`config.mk`:
```
export PLATFORM = sky130hd
export DESIGN_NAME = imem_loader_flat
export DESIGN_NICKNAME = d
export VERILOG_FILES = /design/src/rtl/imem_loader_if.sv /design/src/rtl/imem_loader.sv /design/src/flat_wrapper.sv
export SDC_FILE = /design/constraint.sdc
export NUM_CORES = 1
export LEC_CHECK = 0
export CELL_PAD_IN_SITES_DETAIL_PLACEMENT = 0
export CELL_PAD_IN_SITES_GLOBAL_PLACEMENT = 1
export CORE_MARGIN = 1
export CORE_UTILIZATION = 35
export DETAILED_ROUTE_END_ITERATION = 6
export MAX_ROUTING_LAYER = met4
export PLACE_DENSITY = 0.72
export SYNTH_ARGS = -nofsm -noshare
export SYNTH_HDL_FRONTEND = slang
export SYNTH_SLANG_ARGS = --single-unit
```
`constraint.sdc`:
```
create_clock -name clk -period 8 [get_ports clk]
set_input_delay 0.8 -clock clk [delete_from_list [all_inputs] [get_ports clk]]
set_output_delay 0.8 -clock clk [all_outputs]
set_load 0.05 [all_outputs]
```
`src/rtl/imem_loader_if.sv`:
```
// rtl/imem_loader_if.sv - byte-stream input and instruction-memory write port of the loader
//
// Purpose: groups the byte-stream handshake and the instruction-memory write
//          port so that the loader and its environment share one bundle.
// Signals:
//   rx_valid    byte available on rx_data            (source -> loader)
//   rx_data     stream byte                          (source -> loader)
//   rx_ready    loader accepts byte                  (loader -> source)
//   imem_we     one-cycle write strobe               (loader -> memory)
//   imem_addr   word index of the write              (loader -> memory)
//   imem_wdata  instruction word to write            (loader -> memory)
// Modports: master = stream source / memory side, slave = loader.
interface imem_loader_if #(
  parameter int ADDR_W = 10
) ();
  logic              rx_valid;
  logic [7:0]        rx_data;
  logic              rx_ready;
  logic              imem_we;
  logic [ADDR_W-1:0] imem_addr;
  logic [31:0]       imem_wdata;

  modport master (
    output rx_valid,
    output rx_data,
    input  rx_ready,
    input  imem_we,
    input  imem_addr,
    input  imem_wdata
  );

  modport slave (
    input  rx_valid,
    input  rx_data,
    output rx_ready,
    output imem_we,
    output imem_addr,
    output imem_wdata
  );
endinterface

```
`src/rtl/imem_loader.sv`:
```
// rtl/imem_loader.sv - length-prefixed byte-stream loader for the instruction memory
//
// Purpose: receives LEN_LO, LEN_HI (16-bit word count N) and then 4*N bytes,
//          assembles little-endian 32-bit words and writes them to consecutive
//          instruction-memory words. The processor is held in reset until the
//          image is completely loaded.
// Optional feature: define IMEM_LOADER_CHECKSUM_EN to expect a trailing XOR
//          checksum byte (XOR of LEN_LO through last data byte); a mismatch
//          ends in the error state.
// Ports:
//   clk            clock, all state changes on posedge
//   rst            asynchronous active-high reset
//   i_start        restart the load from scratch (any state)
//   bus            imem_loader_if.slave: rx_valid/rx_data/rx_ready stream,
//                  imem_we/imem_addr/imem_wdata memory write port
//   o_cpu_rst      processor reset, high until the load is done
//   o_done         image loaded (and checksum verified when enabled)
//   o_error        load failed; sticky until i_start or rst
//   o_words_loaded number of words written so far
module imem_loader #(
  parameter int MEM_DEPTH = 1024,
  parameter int ADDR_W    = 10
) (
  input  logic              clk,
  input  logic              rst,
  input  logic              i_start,
  imem_loader_if.slave      bus,
  output logic              o_cpu_rst,
  output logic              o_done,
  output logic              o_error,
  output logic [ADDR_W:0]   o_words_loaded
);

  typedef enum logic [2:0] {
    S_LEN0,
    S_LEN1,
    S_DATA,
    S_FIN,
`ifdef IMEM_LOADER_CHECKSUM_EN
    S_CSUM,
`endif
    S_DONE,
    S_ERR
  } state_t;

  localparam logic [16:0]   LP_DEPTH = 17'(MEM_DEPTH);
  localparam logic [ADDR_W:0] LP_ONE = (ADDR_W+1)'(1);

  state_t            r_state;
  logic [15:0]       r_len;
  logic [23:0]       r_buf;
  logic [1:0]        r_byte_idx;
  logic [ADDR_W:0]   r_words_loaded;
  logic              r_imem_we;
  logic [ADDR_W-1:0] r_imem_addr;
  logic [31:0]       r_imem_wdata;
  logic              r_done;
  logic              r_error;
  logic              r_cpu_rst;
`ifdef IMEM_LOADER_CHECKSUM_EN
  logic [7:0]        r_csum;
`endif

  logic              w_rx_ready;
  logic              w_fire;
  logic [15:0]       w_len;
  logic              w_len_too_big;
  logic [ADDR_W:0]   w_next_count;
  logic              w_last_word;

  // start has priority over any byte offered in the same cycle.
  always_comb begin
    w_rx_ready = 1'b0;
    case (r_state)
      S_LEN0, S_LEN1, S_DATA: w_rx_ready = 1'b1;
`ifdef IMEM_LOADER_CHECKSUM_EN
      S_CSUM:                 w_rx_ready = 1'b1;
`endif
      default:                w_rx_ready = 1'b0;
    endcase
    if (i_start) begin
      w_rx_ready = 1'b0;
    end
  end

  assign w_fire        = bus.rx_valid & w_rx_ready;
  assign w_len         = {bus.rx_data, r_len[7:0]};
  assign w_len_too_big = {1'b0, w_len} > LP_DEPTH;
  assign w_next_count  = r_words_loaded + LP_ONE;
  // The word count doubles as the write word index: both advance together and
  // the length check keeps it below MEM_DEPTH, so no separate counter is kept.
  assign w_last_word   = (16'(w_next_count) == r_len);

  always_ff @(posedge clk or posedge rst) begin
    if (rst) begin
      r_state        <= S_LEN0;
      r_len          <= '0;
      r_buf          <= '0;
      r_byte_idx     <= '0;
      r_words_loaded <= '0;
      r_imem_we      <= 1'b0;
      r_imem_addr    <= '0;
      r_imem_wdata   <= '0;
      r_done         <= 1'b0;
      r_error        <= 1'b0;
      r_cpu_rst      <= 1'b1;
`ifdef IMEM_LOADER_CHECKSUM_EN
      r_csum         <= '0;
`endif
    end else begin
      r_imem_we <= 1'b0;
      if (i_start) begin
        r_state        <= S_LEN0;
        r_byte_idx     <= '0;
        r_words_loaded <= '0;
        r_done         <= 1'b0;
        r_error        <= 1'b0;
        r_cpu_rst      <= 1'b1;
`ifdef IMEM_LOADER_CHECKSUM_EN
        r_csum         <= '0;
`endif
      end else begin
        case (r_state)
          S_LEN0: begin
            if (w_fire) begin
              r_len[7:0] <= bus.rx_data;
`ifdef IMEM_LOADER_CHECKSUM_EN
              r_csum     <= bus.rx_data;
`endif
              r_state    <= S_LEN1;
            end
          end

          S_LEN1: begin
            if (w_fire) begin
              r_len[15:8] <= bus.rx_data;
`ifdef IMEM_LOADER_CHECKSUM_EN
              r_csum      <= r_csum ^ bus.rx_data;
`endif
              if (w_len_too_big) begin
                r_state <= S_ERR;
                r_error <= 1'b1;
              end else if (w_len == 16'd0) begin
`ifdef IMEM_LOADER_CHECKSUM_EN
                r_state   <= S_CSUM;
`else
                r_state   <= S_DONE;
                r_done    <= 1'b1;
                r_cpu_rst <= 1'b0;
`endif
              end else begin
                r_state <= S_DATA;
              end
            end
          end

          S_DATA: begin
            if (w_fire) begin
`ifdef IMEM_LOADER_CHECKSUM_EN
              r_csum     <= r_csum ^ bus.rx_data;
`endif
              r_byte_idx <= r_byte_idx + 2'd1;
              case (r_byte_idx)
                2'd0: r_buf[7:0]   <= bus.rx_data;
                2'd1: r_buf[15:8]  <= bus.rx_data;
                2'd2: r_buf[23:16] <= bus.rx_data;
                default: begin
                  r_imem_we      <= 1'b1;
                  r_imem_wdata   <= {bus.rx_data, r_buf};
                  r_imem_addr    <= r_words_loaded[ADDR_W-1:0];
                  r_words_loaded <= w_next_count;
                  if (w_last_word) begin
`ifdef IMEM_LOADER_CHECKSUM_EN
                    r_state <= S_CSUM;
`else
                    r_state <= S_FIN;
`endif
                  end
                end
              endcase
            end
          end

          // Single settling cycle so done trails the last write strobe.
          S_FIN: begin
            r_state   <= S_DONE;
            r_done    <= 1'b1;
            r_cpu_rst <= 1'b0;
          end

`ifdef IMEM_LOADER_CHECKSUM_EN
          S_CSUM: begin
            if (w_fire) begin
              if (bus.rx_data == r_csum) begin
                r_state   <= S_DONE;
                r_done    <= 1'b1;
                r_cpu_rst <= 1'b0;
              end else begin
                r_state <= S_ERR;
                r_error <= 1'b1;
              end
            end
          end
`endif

          default: begin
            // DONE and ERR hold until start or rst.
          end
        endcase
      end
    end
  end

  assign bus.rx_ready    = w_rx_ready;
  assign bus.imem_we     = r_imem_we;
  assign bus.imem_addr   = r_imem_addr;
  assign bus.imem_wdata  = r_imem_wdata;
  assign o_cpu_rst       = r_cpu_rst;
  assign o_done          = r_done;
  assign o_error         = r_error;
  assign o_words_loaded  = r_words_loaded;

endmodule

```
`src/flat_wrapper.sv`:
```
// flat-port wrapper written by rule: the top's interface ports become plain ports
module imem_loader_flat 
#(
  parameter int MEM_DEPTH = 1024,
  parameter int ADDR_W    = 10
)
  (clk, rst, i_start, o_cpu_rst, o_done, o_error, o_words_loaded, bus_rx_valid, bus_rx_data, bus_rx_ready, bus_imem_we, bus_imem_addr, bus_imem_wdata);
  imem_loader_if #(.ADDR_W(ADDR_W)) bus_i ();
  input  logic clk;
  input  logic rst;
  input  logic i_start;
  output logic o_cpu_rst;
  output logic o_done;
  output logic o_error;
  output logic [ADDR_W:0] o_words_loaded;
  input wire logic [$bits(bus_i.rx_valid)-1:0] bus_rx_valid;
  input wire logic [$bits(bus_i.rx_data)-1:0] bus_rx_data;
  output wire logic [$bits(bus_i.rx_ready)-1:0] bus_rx_ready;
  output wire logic [$bits(bus_i.imem_we)-1:0] bus_imem_we;
  output wire logic [$bits(bus_i.imem_addr)-1:0] bus_imem_addr;
  output wire logic [$bits(bus_i.imem_wdata)-1:0] bus_imem_wdata;
  assign bus_i.rx_valid = bus_rx_valid;
  assign bus_i.rx_data = bus_rx_data;
  assign bus_rx_ready = bus_i.rx_ready;
  assign bus_imem_we = bus_i.imem_we;
  assign bus_imem_addr = bus_i.imem_addr;
  assign bus_imem_wdata = bus_i.imem_wdata;
  imem_loader #(.MEM_DEPTH(MEM_DEPTH), .ADDR_W(ADDR_W)) u_core (.clk(clk), .rst(rst), .i_start(i_start), .bus(bus_i), .o_cpu_rst(o_cpu_rst), .o_done(o_done), .o_error(o_error), .o_words_loaded(o_words_loaded));
endmodule
```
==> impl_results.md <==
- Outcome: completed
- Peak supply drop: between 0.09 and 0.1 mV
- Cell Area, Synth: about 0.0046 mm²
- CTS buffer count: 9
- Period utilisation layout: about 49%
- # Post-CTS Setup Buffers: 0
- Seq/Total Area, Yosys: 55.6%
- Yosys cell types: 45
- First-pass DRT Iterations: 4
- Core region area: around 0.013 mm²
- Min-Delay Startpoint: u_core.r_buf[5]$_DFFE_PP0P_
- Vias in the first global route: about 3,200
- WP data arrival: roughly 4.1 ns
- Crit Path Class: primary input to register
- Internal: 862 µW
- Post-Route WL: just over 10,000 µm
- Clock power share: approximately two fifths
- DPL Wire Length: ~7000 µm
- Nets: between 500 and 600
- Combinational share of power: 10.0%
- Gate Count Post-Synth: roughly 450
- GRT Util Overall: 17.2%
- Num rows: 41
- Type of the tightest min-delay check: register to register
- Worst Hold Endpoint: u_core.bus.imem_wdata[5]$_DFFE_PP0P_
- Clk buf depth: 2
- Chip Width: around 120 µm
- Overall power: ~1200 µW
- Flop2flop setup slack: 4.85 ns
- Cts hold-fix bufs: 0
- Fraction of layout cells with a size suffix above 1: between 10% and 20%
- Reg clk slew, reported paths: about 0.070 ns
- RSZ-0062 raised after global routing: false
- Synthesis Warnings: 0
- Initial antenna violation count: 0
- CTS tree: yes
- Count of final hold-check violations: 0
- Vias per Instance: between 4 and 5
- Initial Utilization: approximately 36%
- Final min period: 3.92 ns
- CTS root buffer: clkbuf_16
- Ys async rst share: 100%
- Max-slew violations: 0
- Switch Pwr: between 200 and 300 µW
- Vias: roughly 3,300
- Number of synthesized flops with an enable pin: 0
- H-tree depth: 3
- CTS sink cnt: 102
- Maxcap violations: 0
- Flops & latches, synth: 102
- DRT iter0 DRCs: 207
- R2R depth: 7
- Die Ht: approximately 120 µm
- Post-route ant nets: 0
- Startpoint types: primary input
- Slew HR: between 20% and 30%
- CTS resizes: 0
- Global-route wire length before repair: about 17,000 µm
- Clk_lat worst skew: around 0.35 ns
- Clock skew: about 0.0086 ns
- DRC: 0
- N_diodes: 0
- Critical Path RT: 8.21 ns
- CP max FO: between 50 and 60
- Leak: 0.00262 µW
- Setup TNS: 0 ns
- Die area: around 0.014 mm²
- IO Port Bufs: 69
- Ys flop type: dfrtp_1
- Crit end category: register
- Total congestion overflow: 0
- Fmax: about 260 MHz
- RD Place Congestion: 0.772
- Wire per inst: around 15 µm
- Reg-to-reg startpoint: u_core.r_state[2]$_DFFE_PP0P_
- Largest net degree at the start of global routing: 89
- Syn Area/Cell: between 10 and 15 µm²
- PwrDens: 204 mW/mm²
- Least-Margin Pin Slew: ~1.1 ns
- Flop pwr share: between 50% and 60%
- I/O Pins: 70
- FF-to-FF End: u_core.o_words_loaded[4]$_DFFE_PP0P_
- Worst hold path depth: 2
- Switch share: 25.2%
- Syn_nets: between 400 and 500
- Synth-to-layout area growth: 22.9%
- Endpoints failing setup: 0
## cell families (layout without fill, tap and decap cells)
group | after synthesis | in the layout | synth area share, %
flops | 102 | 102 | 55.6
buf+inv | 33 | 95 | 4.39
simple gates | 199 | 199 | 18.8
fa+ha+maj | 5 | 5 | 1.36
mux | 39 | 39 | 9.54
compound gates | 54 | 54 | 7.61
xor+xnor | 14 | 14 | 2.67
## how the worst max path moves through the flow
stage                        from  slack, ns  cells past startpoint                                    to
after floorplan               rst       4.53                      1   u_core.bus.imem_addr[0]$_DFFE_PP0P_
after CTS                 i_start       4.07                      8  u_core.o_words_loaded[8]$_DFFE_PP0P_
after global routing      i_start       3.66                      8  u_core.o_words_loaded[8]$_DFFE_PP0P_
after detailed placement  i_start       3.70                      8  u_core.o_words_loaded[3]$_DFFE_PP0P_
final                     i_start       4.08                      8  u_core.o_words_loaded[4]$_DFFE_PP0P_
after global placement    i_start       3.83                      8  u_core.o_words_loaded[8]$_DFFE_PP0P_
## power by group through the flow
stage / Clock [µW] / Combinational [µW] / Sequential, µW
floorplan: 0 / 91.1 / 590
global placement: 0 / 113 / 599
detailed placement: 0 / 117 / 601
CTS: 458 / 117 / 592
global route: 480 / 128 / 598
finish: 446 / 115 / 592
## critical path: stages
cell and delay, ns:
clkdlybuf4s50_1 0.70, nor4b_2 0.38, and2_1 0.35, nand2_4 0.40, inv_2 0.77, nor2_1 0.29, o21ai_0 0.25, o31ai_1 0.10
## cells in the mapped netlist, drive strengths merged, types with 2 or more instances
cell type    n  share of area [%]
and2         3               0.41
nand3b       2               0.33
o31ai        4               0.65
nor3         3               0.33
dfrtp      101                 55
a31oi        3               0.41
nor2        22                1.8
clkbuf       6               0.49
nor4         3               0.41
mux2        38                9.3
buf         19                3.2
o21ai       24                2.6
a211oi       5               0.93
nand3        8                1.1
xnor2        8                1.5
xor2         6                1.1
ha           5                1.4
a21oi       10                1.1
nor2b        2               0.27
or4          3               0.49
nand2b       5               0.68
nand2      142                 12
o2111ai      3               0.57
inv          8               0.65
## cell usage in the layout (no fill, tap or decap), drive strengths merged, types with 2 or more instances in the layout
master / instances
a211oi: 5
nor2b: 2
mux2: 38
clkbuf: 11
xor2: 6
xnor2: 8
a31oi: 3
and2: 3
nand3: 8
dfrtp: 101
ha: 5
clkdlybuf4s50: 69
a21oi: 10
nand3b: 2
nand2: 142
inv: 10
o31ai: 4
buf: 2
o2111ai: 3
o21ai: 24
nor2: 22
or4: 3
nor3: 3
nor4: 3
nand2b: 5
## stage by stage
stage          cell area [µm²]  worst slack (ns)  utilization [%]  hold slack (ns)  std cells
3_3_place_gp              5340              3.83             42.0            0.447        664
2_1_floorplan             4590              4.53                -            0.432        446
6_report                  5640              4.08             44.3            0.468        680
5_1_grt                   5640              3.66             44.3            0.495        680
3_5_place_dp              5340              3.70             42.0            0.456        664
4_1_cts                   5640              4.07             44.3            0.470        680
## layout make-up
type | count | area (µm²)
fillers | 1207 | 7080
flip-flops and latches | 102 | 2550
multi-input cells | 311 | 1830
repair buffers | 71 | 706
clock buffers | 11 | 233
well taps | 172 | 215
clock inverters | 5 | 66.3
inverters | 8 | 32.5
## sequential cells by signal, summed over array words and instances, names as in the netlist
| signal | cells |
|---|---|
| u_core.bus.imem_addr | 10 |
| u_core.r_state | 3 |
| u_core.bus.imem_we | 1 |
| u_core.o_error | 1 |
| u_core.r_byte_idx | 2 |
| u_core.o_words_loaded | 11 |
| u_core.r_len | 16 |
| u_core.o_cpu_rst | 1 |
| u_core.o_done | 1 |
| u_core.bus.imem_wdata | 32 |
| u_core.r_buf | 24 |
## per-layer routing
metal	routed length [µm]	up-vias	track usage, %
li1	-	1600	-
met3	332	14	2.54
met4	192	0	7.18
met1	5100	1607	23.9
met5	0	-	-
met2	4750	76	25.0
Note: power is estimated with default switching activity, not from simulation.
